$ cat config.mk
export PLATFORM = sky130hd
export DESIGN_NAME = sync_fifo_thr_flat
export DESIGN_NICKNAME = d
export VERILOG_FILES = /design/src/rtl/fifo_pkg.sv /design/src/rtl/sync_fifo_thr_if.sv /design/src/rtl/sync_fifo_mem.sv /design/src/rtl/sync_fifo_thr.sv /design/src/flat_wrapper.sv
export SDC_FILE = /design/constraint.sdc
export NUM_CORES = 1
export LEC_CHECK = 0
export ABC_AREA = 1
export BUFFER_PORTS_ARGS = -buffer_cell sky130_fd_sc_hd__buf_4
export CORE_MARGIN = 5
export CORE_UTILIZATION = 64
export DETAILED_ROUTE_END_ITERATION = 10
export PLACE_DENSITY = 0.86
export SETUP_SLACK_MARGIN = 0.05
export SYNTH_ARGS = -nofsm -noshare
export SYNTH_HDL_FRONTEND = slang
export SYNTH_HIERARCHICAL = 1
export SYNTH_SLANG_ARGS = --single-unit
$ cat constraint.sdc
create_clock -name CLK -period 2.98 [get_ports CLK]
set_input_delay 0.298 -clock CLK [delete_from_list [all_inputs] [get_ports CLK]]
set_output_delay 0.298 -clock CLK [all_outputs]
set_load 0.05 [all_outputs]
$ cat src/rtl/fifo_pkg.sv
// fifo_pkg: shared width helpers and read-mode constants for the single-clock FIFO family
package fifo_pkg;

    localparam int FIFO_MODE_STD  = 0;
    localparam int FIFO_MODE_FWFT = 1;

    function automatic int ptr_w(input int depth);
        return (depth > 2) ? $clog2(depth) : 1;
    endfunction

    function automatic int cnt_w(input int depth);
        return $clog2(depth + 1);
    endfunction

endpackage

$ cat src/rtl/sync_fifo_thr_if.sv
// sync_fifo_thr_if: producer/consumer bus of the threshold FIFO (controls, data and status)
interface sync_fifo_thr_if import fifo_pkg::*; #(
    parameter int DATA_WIDTH = 8,
    parameter int DEPTH      = 8
) ();

    localparam int CW = cnt_w(DEPTH);

    logic                  clr;
    logic                  winc;
    logic [DATA_WIDTH-1:0] wdata;
    logic                  rinc;
    logic [DATA_WIDTH-1:0] rdata;
    logic                  rvalid;
    logic                  wfull;
    logic                  rempty;
    logic                  almost_full;
    logic                  almost_empty;
    logic [CW-1:0]         count;
    logic                  overflow;
    logic                  underflow;

    modport master (
        output clr, winc, wdata, rinc,
        input  rdata, rvalid, wfull, rempty, almost_full, almost_empty, count, overflow, underflow
    );

    modport slave (
        input  clr, winc, wdata, rinc,
        output rdata, rvalid, wfull, rempty, almost_full, almost_empty, count, overflow, underflow
    );

endinterface

$ cat src/rtl/sync_fifo_mem.sv
// sync_fifo_mem: FIFO storage array, synchronous write port and asynchronous read port
module sync_fifo_mem #(
    parameter int DATA_WIDTH = 8,
    parameter int DEPTH      = 8,
    parameter int PW         = 3
) (
    input  logic                  clk,
    input  logic                  we,
    input  logic [PW-1:0]         waddr,
    input  logic [DATA_WIDTH-1:0] wdata,
    input  logic [PW-1:0]         raddr,
    output logic [DATA_WIDTH-1:0] rdata
);

    logic [DATA_WIDTH-1:0] mem [DEPTH];

    // storage is deliberately not reset; only accepted writes touch it
    always_ff @(posedge clk) begin
        if (we) mem[waddr] <= wdata;
    end

    assign rdata = mem[raddr];

endmodule

$ cat src/rtl/sync_fifo_thr.sv
// sync_fifo_thr: single-clock FIFO with thresholds, occupancy count, sticky errors and std/FWFT read
module sync_fifo_thr import fifo_pkg::*; #(
    parameter int DATA_WIDTH = 8,
    parameter int DEPTH      = 8,
    parameter int AF_LEVEL   = DEPTH - 2,
    parameter int AE_LEVEL   = 2,
    parameter int FWFT       = FIFO_MODE_STD
) (
    input  logic            CLK,
    input  logic            RST,
    sync_fifo_thr_if.slave  bus
);

    localparam int PW = ptr_w(DEPTH);
    localparam int CW = cnt_w(DEPTH);

    logic [PW-1:0]         waddr, raddr;
    logic [CW-1:0]         count;
    logic [DATA_WIDTH-1:0] mem_rdata, rdata_q;
    logic                  rvalid_q, overflow, underflow;
    logic                  wfull, rempty, wa, ra;

    // pointers wrap by explicit compare so any DEPTH works, not only powers of two
    function automatic logic [PW-1:0] ptr_inc(input logic [PW-1:0] p);
        return (p == PW'(DEPTH - 1)) ? '0 : p + 1'b1;
    endfunction

    assign wfull  = count == CW'(DEPTH);
    assign rempty = count == '0;
    assign wa     = bus.winc & ~wfull;
    assign ra     = bus.rinc & ~rempty;

    sync_fifo_mem #(
        .DATA_WIDTH (DATA_WIDTH),
        .DEPTH      (DEPTH),
        .PW         (PW)
    ) u_mem (
        .clk   (CLK),
        .we    (wa & ~bus.clr),
        .waddr (waddr),
        .wdata (bus.wdata),
        .raddr (raddr),
        .rdata (mem_rdata)
    );

    // pointer, occupancy, sticky error and standard-mode output register; clr wins over traffic
    always_ff @(posedge CLK or posedge RST) begin
        if (RST) begin
            waddr     <= '0;
            raddr     <= '0;
            count     <= '0;
            overflow  <= 1'b0;
            underflow <= 1'b0;
            rvalid_q  <= 1'b0;
            rdata_q   <= '0;
        end else if (bus.clr) begin
            waddr     <= '0;
            raddr     <= '0;
            count     <= '0;
            overflow  <= 1'b0;
            underflow <= 1'b0;
            rvalid_q  <= 1'b0;
        end else begin
            if (wa) waddr <= ptr_inc(waddr);
            if (ra) raddr <= ptr_inc(raddr);
            if (wa & ~ra) count <= count + 1'b1;
            else if (ra & ~wa) count <= count - 1'b1;
            if (bus.winc & wfull) overflow <= 1'b1;
            if (bus.rinc & rempty) underflow <= 1'b1;
            rvalid_q <= ra;
            if (ra) rdata_q <= mem_rdata;
        end
    end

    // in FWFT mode the head is shown directly, forced to zero while nothing is stored
    assign bus.rdata        = (FWFT == FIFO_MODE_FWFT) ? (rempty ? '0 : mem_rdata) : rdata_q;
    assign bus.rvalid       = (FWFT == FIFO_MODE_FWFT) ? ~rempty : rvalid_q;
    assign bus.wfull        = wfull;
    assign bus.rempty       = rempty;
    assign bus.almost_full  = count >= CW'(AF_LEVEL);
    assign bus.almost_empty = count <= CW'(AE_LEVEL);
    assign bus.count        = count;
    assign bus.overflow     = overflow;
    assign bus.underflow    = underflow;

endmodule

$ cat src/flat_wrapper.sv
// flat-port wrapper written by rule: the top's interface ports become plain ports
module sync_fifo_thr_flat import fifo_pkg::*;
#(
    parameter int DATA_WIDTH = 8,
    parameter int DEPTH      = 8,
    parameter int AF_LEVEL   = DEPTH - 2,
    parameter int AE_LEVEL   = 2,
    parameter int FWFT       = FIFO_MODE_STD
)
  (CLK, RST, bus_clr, bus_winc, bus_wdata, bus_rinc, bus_rdata, bus_rvalid, bus_wfull, bus_rempty, bus_almost_full, bus_almost_empty, bus_count, bus_overflow, bus_underflow);
  sync_fifo_thr_if #(.DATA_WIDTH(DATA_WIDTH), .DEPTH(DEPTH)) bus_i ();
  input  logic CLK;
  input  logic RST;
  input wire logic [$bits(bus_i.clr)-1:0] bus_clr;
  input wire logic [$bits(bus_i.winc)-1:0] bus_winc;
  input wire logic [$bits(bus_i.wdata)-1:0] bus_wdata;
  input wire logic [$bits(bus_i.rinc)-1:0] bus_rinc;
  output wire logic [$bits(bus_i.rdata)-1:0] bus_rdata;
  output wire logic [$bits(bus_i.rvalid)-1:0] bus_rvalid;
  output wire logic [$bits(bus_i.wfull)-1:0] bus_wfull;
  output wire logic [$bits(bus_i.rempty)-1:0] bus_rempty;
  output wire logic [$bits(bus_i.almost_full)-1:0] bus_almost_full;
  output wire logic [$bits(bus_i.almost_empty)-1:0] bus_almost_empty;
  output wire logic [$bits(bus_i.count)-1:0] bus_count;
  output wire logic [$bits(bus_i.overflow)-1:0] bus_overflow;
  output wire logic [$bits(bus_i.underflow)-1:0] bus_underflow;
  assign bus_i.clr = bus_clr;
  assign bus_i.winc = bus_winc;
  assign bus_i.wdata = bus_wdata;
  assign bus_i.rinc = bus_rinc;
  assign bus_rdata = bus_i.rdata;
  assign bus_rvalid = bus_i.rvalid;
  assign bus_wfull = bus_i.wfull;
  assign bus_rempty = bus_i.rempty;
  assign bus_almost_full = bus_i.almost_full;
  assign bus_almost_empty = bus_i.almost_empty;
  assign bus_count = bus_i.count;
  assign bus_overflow = bus_i.overflow;
  assign bus_underflow = bus_i.underflow;
  sync_fifo_thr #(.DATA_WIDTH(DATA_WIDTH), .DEPTH(DEPTH), .AF_LEVEL(AF_LEVEL), .AE_LEVEL(AE_LEVEL), .FWFT(FWFT)) u_core (.CLK(CLK), .RST(RST), .bus(bus_i));
endmodule
* Yosys cells after proc, flatten, opt, wreduce, memory -nomap -nowiden
Memory sizes are Yosys's and may differ from the RTL's. A register that Yosys moved wholly into a read port is not among the register bits.
Cells that the tools add are included.
** Operators by class
- Bitwise gates (word level) :: 12
- Magnitude comparators :: 2
- Eq/ne operators :: 3
- Reductions and logical operators :: 7
- Multiplexer cells :: 16
- $add $sub $neg :: 4
** Operators by type and width (number)
- 2-to-1 mux 3 bit :: 6
- 2-to-1 mux 4 bit :: 3
- nonzero test 2 bit :: 4
- AND 1 bit :: 7
- 2-to-1 mux 1 bit :: 7
- adder 3 x 1 -> 3 bit, second input constant :: 2
- == test 3 bit, second input constant :: 2
- inverter 1 bit :: 5
- adder 4 x 1 -> 4 bit, second input constant :: 1
- == test 4 bit, second input constant :: 1
- >= comparator 4 x 3 -> 1 bit, second input constant :: 1
- <= comparator 4 x 2 -> 1 bit, second input constant :: 1
- logical NOT 4 bit :: 1
- subtractor 4 x 1 -> 4 bit, second input constant :: 1
- nonzero test 3 bit :: 1
- AND reduction 2 bit :: 1
** Storage, ports and cells
- Memories :: 1
- Register bits :: 13
- RAM bits :: 64
- Output and inout port bits :: 19
** Memories
- u_core.u_mem.mem :: words 8, bits a word 8, rd ports 1, clocked after memory_dff 1, write ports 1, RTL line sync_fifo_mem.sv:15 : logic [DATA_WIDTH-1:0] mem [DEPTH];

* Logic depth before layout (Yosys ltp)
Gate-level depths: netlist (run 1).
- Depth in word-level cells :: 8
- Gate-level depth with buffers :: 10
- Depth with buffers taken out :: 10

* By module
Netlist (run 1), hierarchy kept.
** By module, submodules not included
- sync_fifo_mem :: seq. area each 1921.8 um2, area each 2890.3 um2, cells each 295, times used 1
- sync_fifo_thr :: seq. area each 525.5 um2, area each 1104.8 um2, cells each 127, times used 1

* Worst setup path after synthesis (run 1)
No wires, ideal clock.
- Path kind :: register to register
- From :: reg u_core.count[3], in the netlist u_core/bus.count[3]
- To :: mem u_core.u_mem.mem[1][0], enable pin
- Setup slack :: 0.893 ns
- Period minus slack after synthesis :: 2.087 ns
- Path buffers :: 0
- Data required time :: 2.610 ns
- Cell stages (with the launch flop) :: 8
- Arrival :: 1.717 ns
- Cell sequence :: dfrtp_1 inv_2 nor2_4 a21oi_1 nand2_1 inv_1 nand2_1 nor2_1
** Between the ends
- Cells in the longest elaborated chain, start to end :: 6
** Ends and longest elaborated chain
- start: declaration :: RTL line sync_fifo_thr.sv:18 : logic [CW-1:0] count;
- start signal: assignment :: RTL line sync_fifo_thr.sv:66 : if (wa & ~ra) count <= count + 1'b1;
- start signal: assignment :: RTL line sync_fifo_thr.sv:67 : else if (ra & ~wa) count <= count - 1'b1;
- == test 4 bit :: RTL line sync_fifo_thr.sv:28 : assign wfull = count == CW'(DEPTH);
- inverter 1 bit :: RTL line sync_fifo_thr.sv:30 : assign wa = bus.winc & ~wfull;
- AND 1 bit :: RTL line sync_fifo_thr.sv:30
- AND 1 bit :: RTL line sync_fifo_thr.sv:39 : .we (wa & ~bus.clr),
- 2-to-1 mux 1 bit :: RTL line sync_fifo_mem.sv:19 : if (we) mem[waddr] <= wdata;
- 2-to-1 mux 1 bit (implied by the code) :: RTL line sync_fifo_mem.sv:19
- end: declaration :: RTL line sync_fifo_mem.sv:15
Every way passes these cells.

* Final worst setup path (run 1)
- From :: reg u_core.count[3], in the netlist u_core/bus.count[3]
- To :: mem u_core.u_mem.mem[5][2], enable pin
The elaborated chain is that of the path after synthesis.

==> flow_summary.toml, run 1 <==
[clock_tree]
cts_tree = "yes"
path_clk_slew_ps = 80
root_buffer = "clkbuf_8"
clock_latency_ps = 340
cts-hold-fix-buffers = 0
cts_resized = 0
cts_buffer_depth = 2
cts_buffers = 9
h-tree-depth = 3
post_cts_buffers = 0
cts_sinks = 85

[synthesis]
yosys_warnings = 6
synth_common_cells = "154 x nand2_1, 80 x inv_1, 64 x edfxtp_1, 43 x nand3_1, 21 x dfrtp_1"
synthFlopType = "edfxtp_1"
synthesis.area_mm2 = 0.00400
yosys-top-cells-area = "edfxtp_1 48%, nand2_1 14%, dfrtp_1 13%"
syn_avg_cell_area_um2 = 9.47
async_flop_share = 0.247
yosysTopAreaCell = "edfxtp_1"
yosys.area_share.simple = 0.233
synthAdderAreaFrac = 0.0238
synth_compound_area_frac = 0.0210
yosysMostFrequentCell = "nand2_1"
synth_top_family_by_area = "simple AND/OR/NAND/NOR gates"
ys_seq_area_frac = 0.613
synth_top_area_share = 0.481
synth_mux_area_frac = 0
synth_xor_area_frac = 0.00219
synth_cells = 422
ys_seq_elements = 85
synth_cell_types = 27
synth_fp_nets = 442
synth-edff-count = 64

[outcome]
status = "complete, no violations"

[floorplanning]
die_x_um = 89.0
row_count = 28
num_io_pins = 32
die_area_mm2 = 0.00792
die_h_um = 89.0
core-area_mm2 = 0.00599
start_util = 0.667

[cells_and_area]
drive_gt1_frac = 0.134
diodes = 0
nNetsFinal = 472
synthToLayoutAreaGrowth_pct = 10.0

[worst_setup_path]
path_buf_inv = 2
crit_arrival_ps = 2270
crit_chain = "inv_2 -> nor2_4 -> a21oi_1 -> nand2_1 -> inv_1 -> nand2_1 -> nor2_1"
max_stage_delay_ps = 560
crit_family = "simple AND/OR/NAND/NOR gates"
crit_slowest_cell = "nor2_1"
end_kind = "register"
start_kind = "register"
path_class = "register to register"
r2r-end = "u_core/u_mem/mem[5][2]"
cpMostUsedCell = "nand2_1"
critical_path_peak_fanout = 8
reg2reg_depth = 7
r2r_slack_ps = 680
worstReg2RegStart = "u_core/bus.count[3]"
crit_required_ps = 2950

[timing]
setup_viol = 0
period_share = 0.770
max_freq_mhz = 436
drv_slew = 0
worstMarginPinSlew_ps = 811
tns_ps = 0
clock_skew_ps = 5.17
rsz0062_at_grt = "no"
hold_viol = 0
min_period_ps = 2300
slew_headroom = 0.459

[grt]
grt_pass1_vias = 2813
antenna_found_initial = 0
grt-busiest-layer = "met2"
overflow = 0
grt_use_total = 0.244
grt_max_degree = 33
use_met3 = 0.0369
met1_usage = 0.335
grtUsageMet2 = 0.379
grt_pass1_wl_um = 14000

[placement]
place.gp.congestion = 0.869
dp_hpwl_um = 6070
portBuffers = 31

[min_path]
hold_path.class = "primary input to asynchronous set/reset pin"

[routing]
route.vias.total = 2864
dr.first_iter.drc_count = 373
wirelength_um = 8630
ant_nets = 0
vias_per_cell = 5.39
avgRoutedWirePerCell_um = 16.3
first_pass_iters = 5
drc = 0

[flow_run]
drv_cap = 0

[power_and_ir_drop]
power_density_mw_per_mm2 = 842
power_mw = 3.70
ir_worst_vdd_mv = 0.812
leakage_nw = 2.15
==> registers in the layout, indices dropped and copies added, names as in the netlist <==
name and cells:
u_core/bus.rvalid 1, u_core/bus.overflow 1, u_core/bus.rdata 8, u_core/u_mem/mem 64, u_core/waddr 3, u_core/bus.count 4
u_core/raddr 3, u_core/bus.underflow 1
==> worst register-to-register path, delay by kind of cell, from the launching register on <==
| kind | cells | cell delay (ps) |
|---|---|---|
| flip-flops | 1 | 470 |
| AND/OR/NAND/NOR | 4 | 910 |
| AO/OA/AOI/OAI | 1 | 270 |
| buffers and inverters | 2 | 290 |
==> per-stage QoR <==
step | setup slack, ps | utilization | hold slack [ps] | cell area (um2) | instances
2_1_floorplan | 893 | - | 275 | 4000 | 422
6_report | 684 | 0.734 | 116 | 4400 | 531
5_1_grt | 552 | 0.734 | 173 | 4400 | 531
3_5_place_dp | 747 | 0.704 | 460 | 4220 | 516
3_3_place_gp | 898 | 0.704 | 459 | 4220 | 516
4_1_cts | 728 | 0.734 | 124 | 4400 | 531
==> cells by family after synthesis <==
logic type	Yosys count
simple gates	219
buf+inv	97
flops	85
compound gates	13
fa+ha+maj	7
xor+xnor	1
==> per-layer routing <==
metal	routed length, um	vias to the layer above
li1	-	1369
met1	3710	1327
met2	3970	138
met3	587	30
met4	370	0
met5	0	-
==> cell type report <==
cell class | count | area (um2)
tap | 75 | 93.8
timing repair buffer | 32 | 240
multi-input combinational | 240 | 1120
clock inverter | 6 | 55.1
clock buffer | 9 | 124
fill | 416 | 1600
sequential | 85 | 2450
inverter | 84 | 318
==> cells in the final DEF, fill, tap and decap left out, drive strengths merged, types with 4 or more instances in the layout <==
cell type and n:
a21oi 5, buf 32, clkbuf 9, clkinv 4, dfrtp 21, edfxtp 64
ha 6, inv 84, nand2 159, nand3 44, nor2 14, o21ai 4
==> report_power, final <==
group / switching [mW] / leakage (nW) / internal (mW)
sequential: 0.125 / 0.851 / 1.40
clock: 0.371 / 0.0899 / 0.374
combinational: 1.02 / 1.21 / 0.411
==> worst max-delay path by stage <==
stage,depth (start not counted),end,from,slack [ps]
after floorplan,7,u_core/u_mem/mem[1][0],u_core/bus.count[3],890
after global placement,7,u_core/u_mem/mem[5][0],u_core/bus.count[3],900
after detailed placement,7,u_core/u_mem/mem[5][0],u_core/bus.count[3],750
after CTS,7,u_core/u_mem/mem[5][2],u_core/bus.count[3],730
after global routing,7,u_core/u_mem/mem[2][3],u_core/bus.count[3],550
final,7,u_core/u_mem/mem[5][2],u_core/bus.count[3],680
Note: power is estimated with default switching activity, not from simulation.
==> run 2, diff against run 1 <==
- ABC_AREA: 1 -> 0
- CORE_UTILIZATION: 64 -> 59
- PLACE_DENSITY: 0.86 -> 0.81
- clock period: 2.98 -> 2.2 ns (I/O delays scaled with it)
==> flow_summary.toml, run 2 <==
[synthesis]
synth-edff-count = 64
async_flop_share = 0.247
syn_avg_cell_area_um2 = 17.9
synth_fp_nets = 224
synth_common_cells = "64 x edfxtp_1, 21 x dfrtp_1, 18 x nor2_1, 15 x mux4_1"
synthesis.area_mm2 = 0.00366
synthFlopType = "edfxtp_1"
yosys-top-cells-area = "edfxtp_1 53%, dfrtp_1 14%, mux4_1 11%"
yosysMostFrequentCell = "edfxtp_1"
ys_seq_area_frac = 0.669
ys_seq_elements = 85
synth_cell_types = 39
yosys_warnings = 6
synth_top_area_share = 0.525
yosysTopAreaCell = "edfxtp_1"
synth_cells = 204

[cells_and_area]
nNetsFinal = 270
largest_reg_flops = 64
final_cell_mix = "64 x edfxtp_1, 43 x buf_4, 18 x dfrtp_1"
diodes = 0
regMostFlops = "u_core/u_mem/mem"
synthToLayoutAreaGrowth_pct = 18.1
final_common_cell = "edfxtp_1"
drive_gt1_frac = 0.388
fin_util = 0.722
n_fill_cell = 369

[routing]
avgRoutedWirePerCell_um = 20.9
route.vias.total = 1955
first_pass_iters = 4
drc = 0
dr.first_iter.drc_count = 141
vias_per_cell = 5.92
wirelength_um = 6890
ant_nets = 0

[worst_setup_path]
crit_chain = "or3_4 -> o21ai_4 -> or2_4 -> ha_4 -> a211o_1 -> a2111o_1 -> a21o_1 -> a31oi_1"
r2r_slack_ps = -150
crit_arrival_ps = 2630
path_buf_inv = 0
r2r-end = "u_core/bus.count[3]"
crit_required_ps = 2480
reg2reg_depth = 8
path_class = "register to register"
crit_slowest_cell = "dfrtp_2"
cp-startpoint = "u_core/bus.count[1]"
start_kind = "register"
end_kind = "register"
max_stage_delay_ps = 420
crit_family = "compound AO/OA/AOI/OAI gates"
critical_path_peak_fanout = 3
worstReg2RegStart = "u_core/bus.count[1]"

[floorplanning]
row_count = 28
die_h_um = 88.8
die_area_mm2 = 0.00788
start_util = 0.611
die_x_um = 88.8
num_io_pins = 32
core-area_mm2 = 0.00599

[clock_tree]
cts_buffers = 9
cts-hold-fix-buffers = 0
h-tree-depth = 3
root_buffer = "clkbuf_8"
clock_latency_ps = 350
cts_buffer_depth = 2
path_clk_slew_ps = 90
cts_tree = "yes"
cts_sinks = 85
post_cts_buffers = 0

[grt]
grt_pass1_wl_um = 10900
grt_pass1_vias = 1969
antenna_found_initial = 0
grt_use_total = 0.197
overflow = 0
grt_max_degree = 22

[timing]
setup_viol = 1
rsz0062_at_grt = "yes"
period_share = 1.07
fin_ws_ps = -149
worst_hold_slack_ps = 24.3
hold_viol = 0
worstMarginPinSlew_ps = 826
max_freq_mhz = 426
min_period_ps = 2350
clock_skew_ps = 6.32
drv_slew = 0
slew_headroom = 0.449

[outcome]
failed_checks = "setup timing"
status = "finished with violations"

[placement]
portBuffers = 31
dp_hpwl_um = 4430
place.gp.congestion = 0.804

[power_and_ir_drop]
p_int_mw = 3.35
clock_power_share = 0.213
seqPwrFrac = 0.380
p_sw_mw = 1.94
leakage_nw = 1.62
power_density_mw_per_mm2 = 1230
ir_worst_vdd_mv = 0.959
p_sw_frac = 0.367
comb_power_share = 0.407

[min_path]
hold_path.class = "primary input to asynchronous set/reset pin"

[flow_run]
drv_cap = 0
-- run 2: cell types whose count changed in the layout (fill, tap and decap cells not counted), moves of 8 or more --
cell     change
buf_4       +11
inv_1       -74
mux2_2       +8
mux2_4       +8
mux4_1      +15
nand2_1    -147
nand3_1     -42
-- run 2: worst max path at each step --
stage	end	slack, ps	cells past startpoint
5_1_grt	u_core/bus.count[3]	-240	8
2_1_floorplan	u_core/bus.count[3]	-460	9
6_report	u_core/bus.count[3]	-150	8
4_1_cts	u_core/bus.count[3]	-140	8
3_5_place_dp	u_core/bus.count[3]	-140	8
3_3_place_gp	u_core/bus.count[3]	-90	8
-- run 2: kinds of logic (layout without fill, tap and decap cells) --
group,count (synthesis),count (layout),synth area share
flip-flops,85,85,0.669
AND/OR/NAND/NOR,41,41,0.0550
multiplexers,37,37,0.185
AO/OA/AOI/OAI,17,17,0.0376
buffers and inverters,15,66,0.0229
adder cells (fa/ha/maj),7,7,0.0260
XOR/XNOR,2,2,0.00479
-- run 2: worst reg2reg max path, cell delays in order (launching register included) --
cell and delay [ps]:
dfrtp_2 420, or3_4 400, o21ai_4 160, or2_4 160
ha_4 190, a211o_1 280, a2111o_1 370, a21o_1 180
a31oi_1 110
-- run 2: cell type report --
| type | instances | area, um2 | share of cell area |
|---|---|---|---|
| multi-input cells | 104 | 1210 | 0.279 |
| repair buffers | 44 | 343 | 0.0793 |
| clock inverters | 7 | 82.6 | 0.0191 |
| inverters | 6 | 22.5 | 0.00521 |
| well taps | 75 | 93.8 | 0.0217 |
| clock buffers | 9 | 124 | 0.0287 |
| flip-flops and latches | 85 | 2450 | 0.567 |
-- run 2: repair_timing --
action                     4_1_cts  5_1_grt
setup endpoints to repair       41       17
gates resized for setup          7        2
cloned                           0        0
-- run 2: metal layers --
| metal | GRT usage | vias up | share of wire |
|---|---|---|---|
| met1 | 0.278 | 996 | 0.45 |
| met2 | 0.300 | 55 | 0.49 |
| li1 | - | 895 | - |
| met5 | 0 | - | 0 |
| met3 | 0.0521 | 9 | 0.054 |
| met4 | 0.0673 | 0 | 0.012 |
-- run 2: stage by stage --
stage | instance area [um2] | power, mW | std cells | setup TNS (ps) | worst slack (ps)
2_1_floorplan | 3710 | 3.56 | 204 | -515 | -458
3_3_place_gp | 4080 | 4.12 | 314 | -94.8 | -94.8
3_5_place_dp | 4080 | 4.18 | 314 | -144 | -142
4_1_cts | 4310 | 5.32 | 330 | -140 | -140
5_1_grt | 4320 | 5.55 | 330 | -243 | -243
6_report | 4320 | 5.30 | 330 | -149 | -149
-- run 2: power by group through the flow --
stage          registers (mW)  logic, mW  clock network (mW)
3_3_place_gp             2.03       2.08                   0
2_1_floorplan            2.45       1.10                   0
6_report                 2.01       2.16                1.13
5_1_grt                  2.03       2.28                1.23
4_1_cts                  2.01       2.16                1.15
3_5_place_dp             2.05       2.13                   0
